`config.mk`:
```
export PLATFORM = sky130hd
export DESIGN_NAME = cal_start_ctrl
export DESIGN_NICKNAME = d
export VERILOG_FILES = /design/src/rtl/cal_pkg.sv /design/src/rtl/cal_start_wdog.sv /design/src/rtl/cal_start_ctrl.sv
export SDC_FILE = /design/constraint.sdc
export NUM_CORES = 1
export LEC_CHECK = 0
export CORE_ASPECT_RATIO = 1.4
export CORE_MARGIN = 4
export CORE_UTILIZATION = 62
export CTS_CLUSTER_SIZE = 20
export DETAILED_ROUTE_END_ITERATION = 12
export DONT_BUFFER_PORTS = 1
export PLACE_DENSITY = 0.89
export SETUP_SLACK_MARGIN = 0.15
export SYNTH_ARGS = -nofsm -noshare
export SYNTH_HDL_FRONTEND = slang
export SYNTH_SLANG_ARGS = --single-unit
```
`constraint.sdc`:
```
create_clock -name clk -period 3.7 [get_ports clk]
set_input_delay 0.555 -clock clk [delete_from_list [all_inputs] [get_ports clk]]
set_output_delay 0.555 -clock clk [all_outputs]
set_load 0.02 [all_outputs]
```
`src/rtl/cal_pkg.sv`:
```
// rtl/cal_pkg.sv - shared types and constants for the cal_start sequencer
//
// Contents:
//   cal_state_t          sequencer state encoding (IDLE, RUN, DONE)
//   CAL_ITER_W_DEF       default pass-count width
//   CAL_TIMEOUT_CYC_DEF  default ack-wait limit in cycles
//   CAL_STS_*            bit positions inside the future cal_status register
package cal_pkg;

    typedef enum logic [1:0] {
        IDLE = 2'd0,
        RUN  = 2'd1,
        DONE = 2'd2
    } cal_state_t;

    localparam int CAL_ITER_W_DEF      = 8;
    localparam int CAL_TIMEOUT_CYC_DEF = 1024;

    localparam int CAL_STS_BUSY  = 0;
    localparam int CAL_STS_ABORT = 1;
    localparam int CAL_STS_OVR   = 2;
    localparam int CAL_STS_TMO   = 3;

endpackage

```
`src/rtl/cal_start_wdog.sv`:
```
// rtl/cal_start_wdog.sv - ack-wait watchdog for the cal_start sequencer
//
// Built only when CAL_START_TIMEOUT_EN is defined.
// Ports:
//   clk, rst_n  core clock, asynchronous active-low reset
//   run         sequencer is in RUN
//   ack         datapath acknowledged a pass this cycle
//   expire      RUN has gone TIMEOUT_CYC cycles without an ack (this cycle included)
module cal_start_wdog #(
    parameter int TIMEOUT_CYC = 1024
) (
    input  logic clk,
    input  logic rst_n,
    input  logic run,
    input  logic ack,
    output logic expire
);

    localparam int CNT_W = $clog2(TIMEOUT_CYC);
    localparam logic [CNT_W-1:0] LIMIT = CNT_W'(TIMEOUT_CYC - 1);

    logic [CNT_W-1:0] wait_cnt;

    // Held at zero outside RUN, so it is already clear on the first RUN cycle.
    always_ff @(posedge clk or negedge rst_n) begin
        if (!rst_n) begin
            wait_cnt <= '0;
        end else if (!run || ack) begin
            wait_cnt <= '0;
        end else begin
            wait_cnt <= wait_cnt + 1'b1;
        end
    end

    assign expire = run && !ack && (wait_cnt == LIMIT);

endmodule

```
`src/rtl/cal_start_ctrl.sv`:
```
// rtl/cal_start_ctrl.sv - sequencer behind the cal_start register field
//
// A write of 1 to start_en launches iter_num passes of the calculation
// datapath over cal_req/cal_ack, then self-clears the start field.
// Optional macro CAL_START_TIMEOUT_EN adds an ack-wait timeout (cal_start_wdog).
// Ports:
//   clk, rst_n            core clock, asynchronous active-low reset
//   start_en, start_wr    start field value and its write strobe
//   iter_num              pass count, sampled at launch
//   cal_req, cal_ack      pass handshake; cal_first / cal_last qualify cal_req
//   pass_cnt              passes acknowledged in the current or last run
//   busy, done_pulse      run status
//   abort_flag, ovr_flag, tmo_flag   sticky status of the last run
//   start_clr_en, start_clr          start field hardware-update path
module cal_start_ctrl
    import cal_pkg::*;
#(
    parameter int ITER_W      = CAL_ITER_W_DEF,
    parameter int TIMEOUT_CYC = CAL_TIMEOUT_CYC_DEF
) (
    input  logic              clk,
    input  logic              rst_n,
    input  logic              start_en,
    input  logic              start_wr,
    input  logic [ITER_W-1:0] iter_num,
    output logic              cal_req,
    input  logic              cal_ack,
    output logic              cal_first,
    output logic              cal_last,
    output logic [ITER_W-1:0] pass_cnt,
    output logic              busy,
    output logic              done_pulse,
    output logic              abort_flag,
    output logic              ovr_flag,
    output logic              tmo_flag,
    output logic              start_clr_en,
    output logic              start_clr
);

    localparam logic [ITER_W-1:0] ONE = ITER_W'(1);

    cal_state_t        state, state_next;
    logic [ITER_W-1:0] iter_lat;
    logic              launch_ev, abort_ev, ack_hit, last_pass, tmo_hit;
    logic              do_launch, set_abort, set_ovr, set_tmo;

    assign launch_ev = start_wr && start_en;
    assign abort_ev  = start_wr && !start_en;
    assign ack_hit   = (state == RUN) && cal_ack;
    assign last_pass = (pass_cnt == iter_lat - ONE);
    assign start_clr = 1'b0;

    always_comb begin
        state_next   = state;
        do_launch    = 1'b0;
        set_abort    = 1'b0;
        set_ovr      = 1'b0;
        set_tmo      = 1'b0;
        cal_req      = 1'b0;
        cal_first    = 1'b0;
        cal_last     = 1'b0;
        busy         = 1'b0;
        done_pulse   = 1'b0;
        start_clr_en = 1'b0;
        case (state)
            IDLE: begin
                if (launch_ev) begin
                    do_launch  = 1'b1;
                    state_next = (iter_num == '0) ? DONE : RUN;
                end
            end
            RUN: begin
                cal_req   = 1'b1;
                busy      = 1'b1;
                cal_first = (pass_cnt == '0);
                cal_last  = last_pass;
                set_ovr   = launch_ev;
                // A final ack wins over a coincident abort or timeout.
                if (ack_hit && last_pass) begin
                    state_next = DONE;
                end else if (abort_ev || tmo_hit) begin
                    state_next = DONE;
                    set_abort  = abort_ev;
                    set_tmo    = tmo_hit;
                end
            end
            DONE: begin
                busy         = 1'b1;
                done_pulse   = 1'b1;
                start_clr_en = 1'b1;
                set_ovr      = start_wr;
                state_next   = IDLE;
            end
            default: state_next = IDLE;
        endcase
    end

    always_ff @(posedge clk or negedge rst_n) begin
        if (!rst_n) begin
            state      <= IDLE;
            iter_lat   <= '0;
            pass_cnt   <= '0;
            abort_flag <= 1'b0;
            ovr_flag   <= 1'b0;
        end else begin
            state <= state_next;
            if (do_launch) begin
                iter_lat   <= iter_num;
                pass_cnt   <= '0;
                abort_flag <= 1'b0;
                ovr_flag   <= 1'b0;
            end else begin
                if (ack_hit)   pass_cnt   <= pass_cnt + ONE;
                if (set_abort) abort_flag <= 1'b1;
                if (set_ovr)   ovr_flag   <= 1'b1;
            end
        end
    end

`ifdef CAL_START_TIMEOUT_EN
    logic tmo_q;

    cal_start_wdog #(
        .TIMEOUT_CYC(TIMEOUT_CYC)
    ) u_wdog (
        .clk   (clk),
        .rst_n (rst_n),
        .run   (state == RUN),
        .ack   (cal_ack),
        .expire(tmo_hit)
    );

    always_ff @(posedge clk or negedge rst_n) begin
        if (!rst_n) begin
            tmo_q <= 1'b0;
        end else if (do_launch) begin
            tmo_q <= 1'b0;
        end else if (set_tmo) begin
            tmo_q <= 1'b1;
        end
    end

    assign tmo_flag = tmo_q;
`else
    logic unused_tmo;

    assign tmo_hit    = 1'b0;
    assign tmo_flag   = 1'b0;
    assign unused_tmo = set_tmo ^ (TIMEOUT_CYC > 1);
`endif

endmodule

```
==> impl_metrics.json, run 1 <==
{
  "cp_max_fo": 9,
  "ys_seq_elements": 20,
  "finalSetupViolations": 0,
  "arrival_ns": 2.38,
  "cp-end-kind": "output pin",
  "fin_area_sq_um": 1334,
  "dp_cells": 170,
  "min_path_type": "in2reg",
  "cts.sinks": 20,
  "swShare_pct": 46.14,
  "max_stage_delay_ns": 0.55,
  "power.share.clock_pct": 13.4,
  "postLayoutCoreUtil_pct": 67.60,
  "yosysTopAreaCellShare_pct": 38.83,
  "critical_path_buf_inv_count": 1,
  "yosys-top-cells-count": "nand2_1, dfrtp_1, nor2_1",
  "start_util_pct": 65.31,
  "grt-ovfl-total": 0,
  "cts_tree": "done",
  "numCtsBuffers": 3,
  "peakVddDrop_mv": 0.4632,
  "drv_cap": 0,
  "synth_edf_count": 0,
  "seqPwrFrac_pct": 41.6,
  "yosysSeqAreaShare_pct": 38.83,
  "cts_buffer_depth": 2,
  "crit_chain": "or4_1, or3_1, a2111oi_2, o211ai_1, inv_1",
  "min_period_ns": 2.938,
  "cts.clk_slew.worst_paths_ns": 0.11,
  "startpoint_type": "register",
  "io_pins": 31,
  "place_area_sq_um": 1287,
  "power.density_nw_per_um2": 726.8,
  "via_per_inst": 6.469,
  "p_switching_uw": 447.3,
  "synth_most_common_cell": "nand2_1",
  "avgSynthCellArea_sq_um": 8.423,
  "synth.distinct_cells": 36,
  "root_buffer": "clkbuf_4",
  "track_usage_pct": 23.17,
  "via_count": 1132,
  "setup_tns_ns": 0,
  "critPathTopFamily": "simple AND/OR/NAND/NOR gates",
  "first_global_vias": 1048,
  "wirelength_mm": 2.962,
  "yosysTopAreaCell": "dfrtp_1",
  "post_cts_resized": 0,
  "yosysWarnings": 0,
  "cts_setup_buffers": 0,
  "path_class": "reg2out",
  "fmax_ghz": 0.3403,
  "routedWlPerCell_microns": 16.93,
  "clk_latency_ns": 0.31,
  "antenna_found_initial": 0,
  "syn_area_sq_um": 1289,
  "io_buffers": 0,
  "fin_crit_sh_pct": 79.41,
  "status": "finished, final reports clean",
  "p_comb_share_pct": 44.9,
  "final_cells": 175,
  "layout-drive-gt1-share_pct": 5.844,
  "maxSlewViolCount": 0,
  "p_int_uw": 522.1,
  "place_hpwl_mm": 2.355,
  "die_x_microns": 46.53,
  "syn_inst": 153,
  "synth_ff_type": "dfrtp_1",
  "cp.required_ns": 3.14,
  "critPathSlowestCell": "or4_1",
  "hold_viol": 0,
  "ant_nets": 0,
  "grt_max_degree": 21,
  "drt-pass1-iter-count": 4,
  "core_sq_um": 1973,
  "antennaDiodeCount": 0,
  "rows": 19,
  "p_total_uw": 969.4,
  "post-route-drc-count": 0,
  "leakagePower_uw": 0.0006222,
  "ctsHtreeMaxLevel": 1,
  "grt_first_pass_wirelength_mm": 4.712,
  "skew_ns": 0.002646,
  "drt_iter0_markers": 35,
  "final_nets": 174,
  "synthTopCellsByArea": "dfrtp_1, nand2_1, ha_1",
  "fp.dieH_microns": 61.95,
  "rsz0062_at_grt": "false",
  "gp_congestion": 0.9032,
  "max_slew.worst_pin.slew_ns": 1.130,
  "dieArea_sq_um": 2882,
  "ctsHoldBuffers": 1,
  "async_flop_share_pct": 100.0,
  "syn_to_final_growth_pct": 3.495,
  "relSlewSlack_pct": 24.42
}
## kinds of logic after synthesis
logic type | after synthesis | synth area share, %
AND/OR/NAND/NOR | 70 | 26.02
AO/OA/AOI/OAI | 27 | 14.56
flip-flops | 20 | 38.83
buffers and inverters | 16 | 5.630
XOR/XNOR | 13 | 8.835
adder cells (fa/ha/maj) | 6 | 5.825
other | 1 | 0.2910
## area by class of cell
type | count | area [sq um]
Multi-Input combinational cell | 118 | 719.4
Tap cell | 21 | 26.28
Timing Repair Buffer | 1 | 10.01
Inverter | 11 | 41.29
Fill cell | 162 | 639.4
Clock buffer | 4 | 36.28
Sequential cell | 20 | 500.5
## power groups by stage
stage	clock, uW	sequential, uW	combinational [uW]
floorplan	0	379	364
global placement	0	401	400
finish	130	404	436
detailed placement	0	407	430
CTS	126	402	438
global route	133	415	495
## routing by layer
layer | vias to the layer above | track usage, % | part of all wire [%]
li1 | 525 | - | -
met1 | 558 | 26.24 | 36
met2 | 44 | 41.34 | 57
met3 | 5 | 5.187 | 6.0
met4 | 0 | 8.943 | 1.2
met5 | - | 0 | 0
## flip-flops by register name, indices dropped and copies added (netlist names)
register,cells
abort_flag,1
iter_lat,8
ovr_flag,1
pass_cnt,8
state,2
## through the flow
| step | hold WS (ns) | worst slack, ns |
|---|---|---|
| 5_1_grt | 0.3582 | 0.5938 |
| 4_1_cts | 0.3547 | 0.7602 |
| 3_3_place_gp | 0.2599 | 1.140 |
| 3_5_place_dp | 0.2599 | 1.103 |
| 6_report | 0.3461 | 0.7617 |
| 2_1_floorplan | 0.2594 | 1.195 |
## final timing paths
path | depth (start not counted) | to | slack, ns | start
setup / recovery | 5 | cal_last | 0.76 | iter_lat[2]
hold reg to reg | 2 | iter_lat[7] | 0.57 | iter_lat[7]
hold / removal | 2 | iter_lat[7] | 0.35 | iter_num[7]
min in group asynchronous | 1 | pass_cnt[2] | 0.80 | rst_n
setup reg to reg | 6 | state[1] | 1.28 | iter_lat[2]
max in group asynchronous | 1 | iter_lat[4] | 2.34 | rst_n
## cells in the final DEF (no fill, tap or decap), types with 2 or more instances in the layout
master and instances:
a21oi_1 5, a31oi_1 3, clkbuf_4 3, conb_1 2, dfrtp_1 20, ha_1 6, inv_1 11, nand2_1 27
nand3_1 8, nor2_1 14, nor3_1 2, nor4_1 2, o211ai_1 2, o21ai_0 8, or3_1 5, or4_1 5
xnor2_1 8, xor2_1 5
Power figures use the tool's default switching activity.
==> run 2: changes to the inputs <==
--- a/config.mk
+++ b/config.mk
@@ -7,11 +7,11 @@
 export LEC_CHECK = 0
 export CORE_ASPECT_RATIO = 1.4
 export CORE_MARGIN = 4
-export CORE_UTILIZATION = 62
+export CORE_UTILIZATION = 56
 export CTS_CLUSTER_SIZE = 20
 export DETAILED_ROUTE_END_ITERATION = 12
 export DONT_BUFFER_PORTS = 1
-export PLACE_DENSITY = 0.89
+export PLACE_DENSITY = 0.85
 export SETUP_SLACK_MARGIN = 0.15
 export SYNTH_ARGS = -nofsm -noshare
 export SYNTH_HDL_FRONTEND = slang
==> constraint.sdc (replaced) <==
create_clock -name clk -period 2.7 [get_ports clk]
set_input_delay 0.405 -clock clk [delete_from_list [all_inputs] [get_ports clk]]
set_output_delay 0.405 -clock clk [all_outputs]
set_load 0.02 [all_outputs]
==> run 2 against run 1 <==
Sequential power is 36% higher. Core utilization is 3.9 points lower. Wire length fell by 2.3%. First-iteration DRC count shrank 60%. Power rose by 41%. Clock skew about the same. Critical path depth unchanged. Critical path type unchanged.
==> impl_metrics.json, run 2 (synthesis gave the netlist of run 1 again) <==
{
  "cp_max_fo": 2,
  "grt_max_degree": 21,
  "dieArea_sq_um": 3144,
  "cts_tree": "done",
  "peakVddDrop_mv": 0.6267,
  "p_int_uw": 738.5,
  "place_hpwl_mm": 2.216,
  "via_per_inst": 5.928,
  "drv_cap": 0,
  "antenna_found_initial": 0,
  "ant_nets": 0,
  "cts.clk_slew.worst_paths_ns": 0.11,
  "p_comb_share_pct": 49.2,
  "rsz0062_at_grt": "true",
  "cp.required_ns": 2.30,
  "syn_to_final_growth_pct": 7.670,
  "io_pins": 31,
  "grt_first_pass_wirelength_mm": 4.712,
  "max_slew.worst_pin.slew_ns": 0.9163,
  "hold_viol": 0,
  "routedWlPerCell_microns": 16.08,
  "finalSetupViolations": 0,
  "arrival_ns": 2.21,
  "max_stage_delay_ns": 0.54,
  "wirelength_mm": 2.894,
  "antennaDiodeCount": 0,
  "fp.dieH_microns": 64.76,
  "grt-ovfl-total": 0,
  "drt-pass1-iter-count": 4,
  "nFillCells": 188,
  "p_total_uw": 1366,
  "final_cell_mix": "nand2_1, dfrtp_1, nor2_1",
  "critPathTopFamily": "simple AND/OR/NAND/NOR gates",
  "setup_tns_ns": 0,
  "rows": 20,
  "seqPwrFrac_pct": 40.1,
  "cts.sinks": 20,
  "startpoint_type": "register",
  "start_util_pct": 59.20,
  "clk_latency_ns": 0.31,
  "crit_chain": "or4_4, or3_4, a2111oi_4, o211ai_1, inv_2",
  "cts_buffer_depth": 2,
  "critical_path_buf_inv_count": 1,
  "fin_crit_sh_pct": 96.67,
  "drt_iter0_markers": 14,
  "skew_ns": 0.002743,
  "via_count": 1067,
  "final_nets": 179,
  "core_sq_um": 2177,
  "layout-drive-gt1-share_pct": 12.03,
  "path_class": "reg2out",
  "status": "finished, final reports clean",
  "gp_congestion": 0.8460,
  "mostFrequentLayoutCell": "nand2_1",
  "numCtsBuffers": 3,
  "p_switching_uw": 627.4,
  "post-route-drc-count": 0,
  "die_x_microns": 48.55,
  "swShare_pct": 45.93,
  "ctsHtreeMaxLevel": 1,
  "min_period_ns": 2.610,
  "reg_top3": "iter_lat (8), pass_cnt (8), state (2)",
  "root_buffer": "clkbuf_4",
  "first_global_vias": 1105,
  "critPathSlowestCell": "or4_4",
  "power.share.clock_pct": 10.7,
  "io_buffers": 0,
  "track_usage_pct": 18.90,
  "maxSlewViolCount": 0,
  "min_path_type": "in2reg",
  "fmax_ghz": 0.3831,
  "power.density_nw_per_um2": 984.3,
  "leakagePower_uw": 0.0006414,
  "cp-end-kind": "output pin",
  "relSlewSlack_pct": 38.71
}
run 2: routing by layer:
layer	vias to the layer above	track usage [%]	part of all wire, %	wire length [microns]
li1	536	-	-	-
met1	495	18.93	39	1115
met2	27	35.78	53	1526
met3	9	2.989	5.0	146
met4	0	10.77	3.7	106
met5	-	0	0	0
run 2: power by group through the flow:
| stage | sequential [uW] | combinational [uW] | clock [uW] |
|---|---|---|---|
| 3_3_place_gp | 549 | 564 | 0 |
| 3_5_place_dp | 557 | 591 | 0 |
| 5_1_grt | 558 | 748 | 163 |
| 4_1_cts | 540 | 673 | 149 |
| 6_report | 548 | 671 | 147 |
| 2_1_floorplan | 520 | 499 | 0 |
run 2: final timing paths:
check	start	endpoint	slack (ns)	cells past startpoint
setup / recovery	iter_lat[2]	cal_last	0.09	5
hold / removal	iter_num[7]	iter_lat[7]	0.20	2
setup reg to reg	iter_lat[2]	state[1]	0.41	6
hold reg to reg	iter_lat[7]	iter_lat[7]	0.54	2
max in group asynchronous	rst_n	iter_lat[2]	1.42	1
min in group asynchronous	rst_n	pass_cnt[5]	0.66	1
run 2: repair_timing:
item | 4_1_cts | 5_1_grt
hold endpoints to repair | 20 | 0
buffers inserted | 2 | 0
gates resized for setup | 7 | 0
pin swaps | 2 | 1
endpoints found under the setup margin | 1 | 1
hold buffers | 1 | 0
run 2: per-stage QoR:
step / hold slack, ns / std cells / area (sq um) / worst slack (ns) / util [%]
2_1_floorplan: 0.1094 / 154 / 1292 / 0.3455 / -
3_3_place_gp: 0.1099 / 174 / 1311 / 0.2966 / 60.23
3_5_place_dp: 0.1098 / 174 / 1311 / 0.2404 / 60.23
4_1_cts: 0.1962 / 180 / 1388 / 0.1147 / 63.74
5_1_grt: 0.1925 / 180 / 1388 / 0.04648 / 63.74
6_report: 0.1950 / 180 / 1388 / 0.08998 / 63.74
run 2: layout make-up:
cell class                 count  area, sq um  share of cell area [%]
inverter                      11        41.29                   2.976
multi-input combinational    118        745.7                   53.74
tap                           22        27.53                   1.984
clock buffer                   3        22.52                   1.623
sequential                    20        503.0                   36.25
timing repair buffer           6        47.55                   3.427
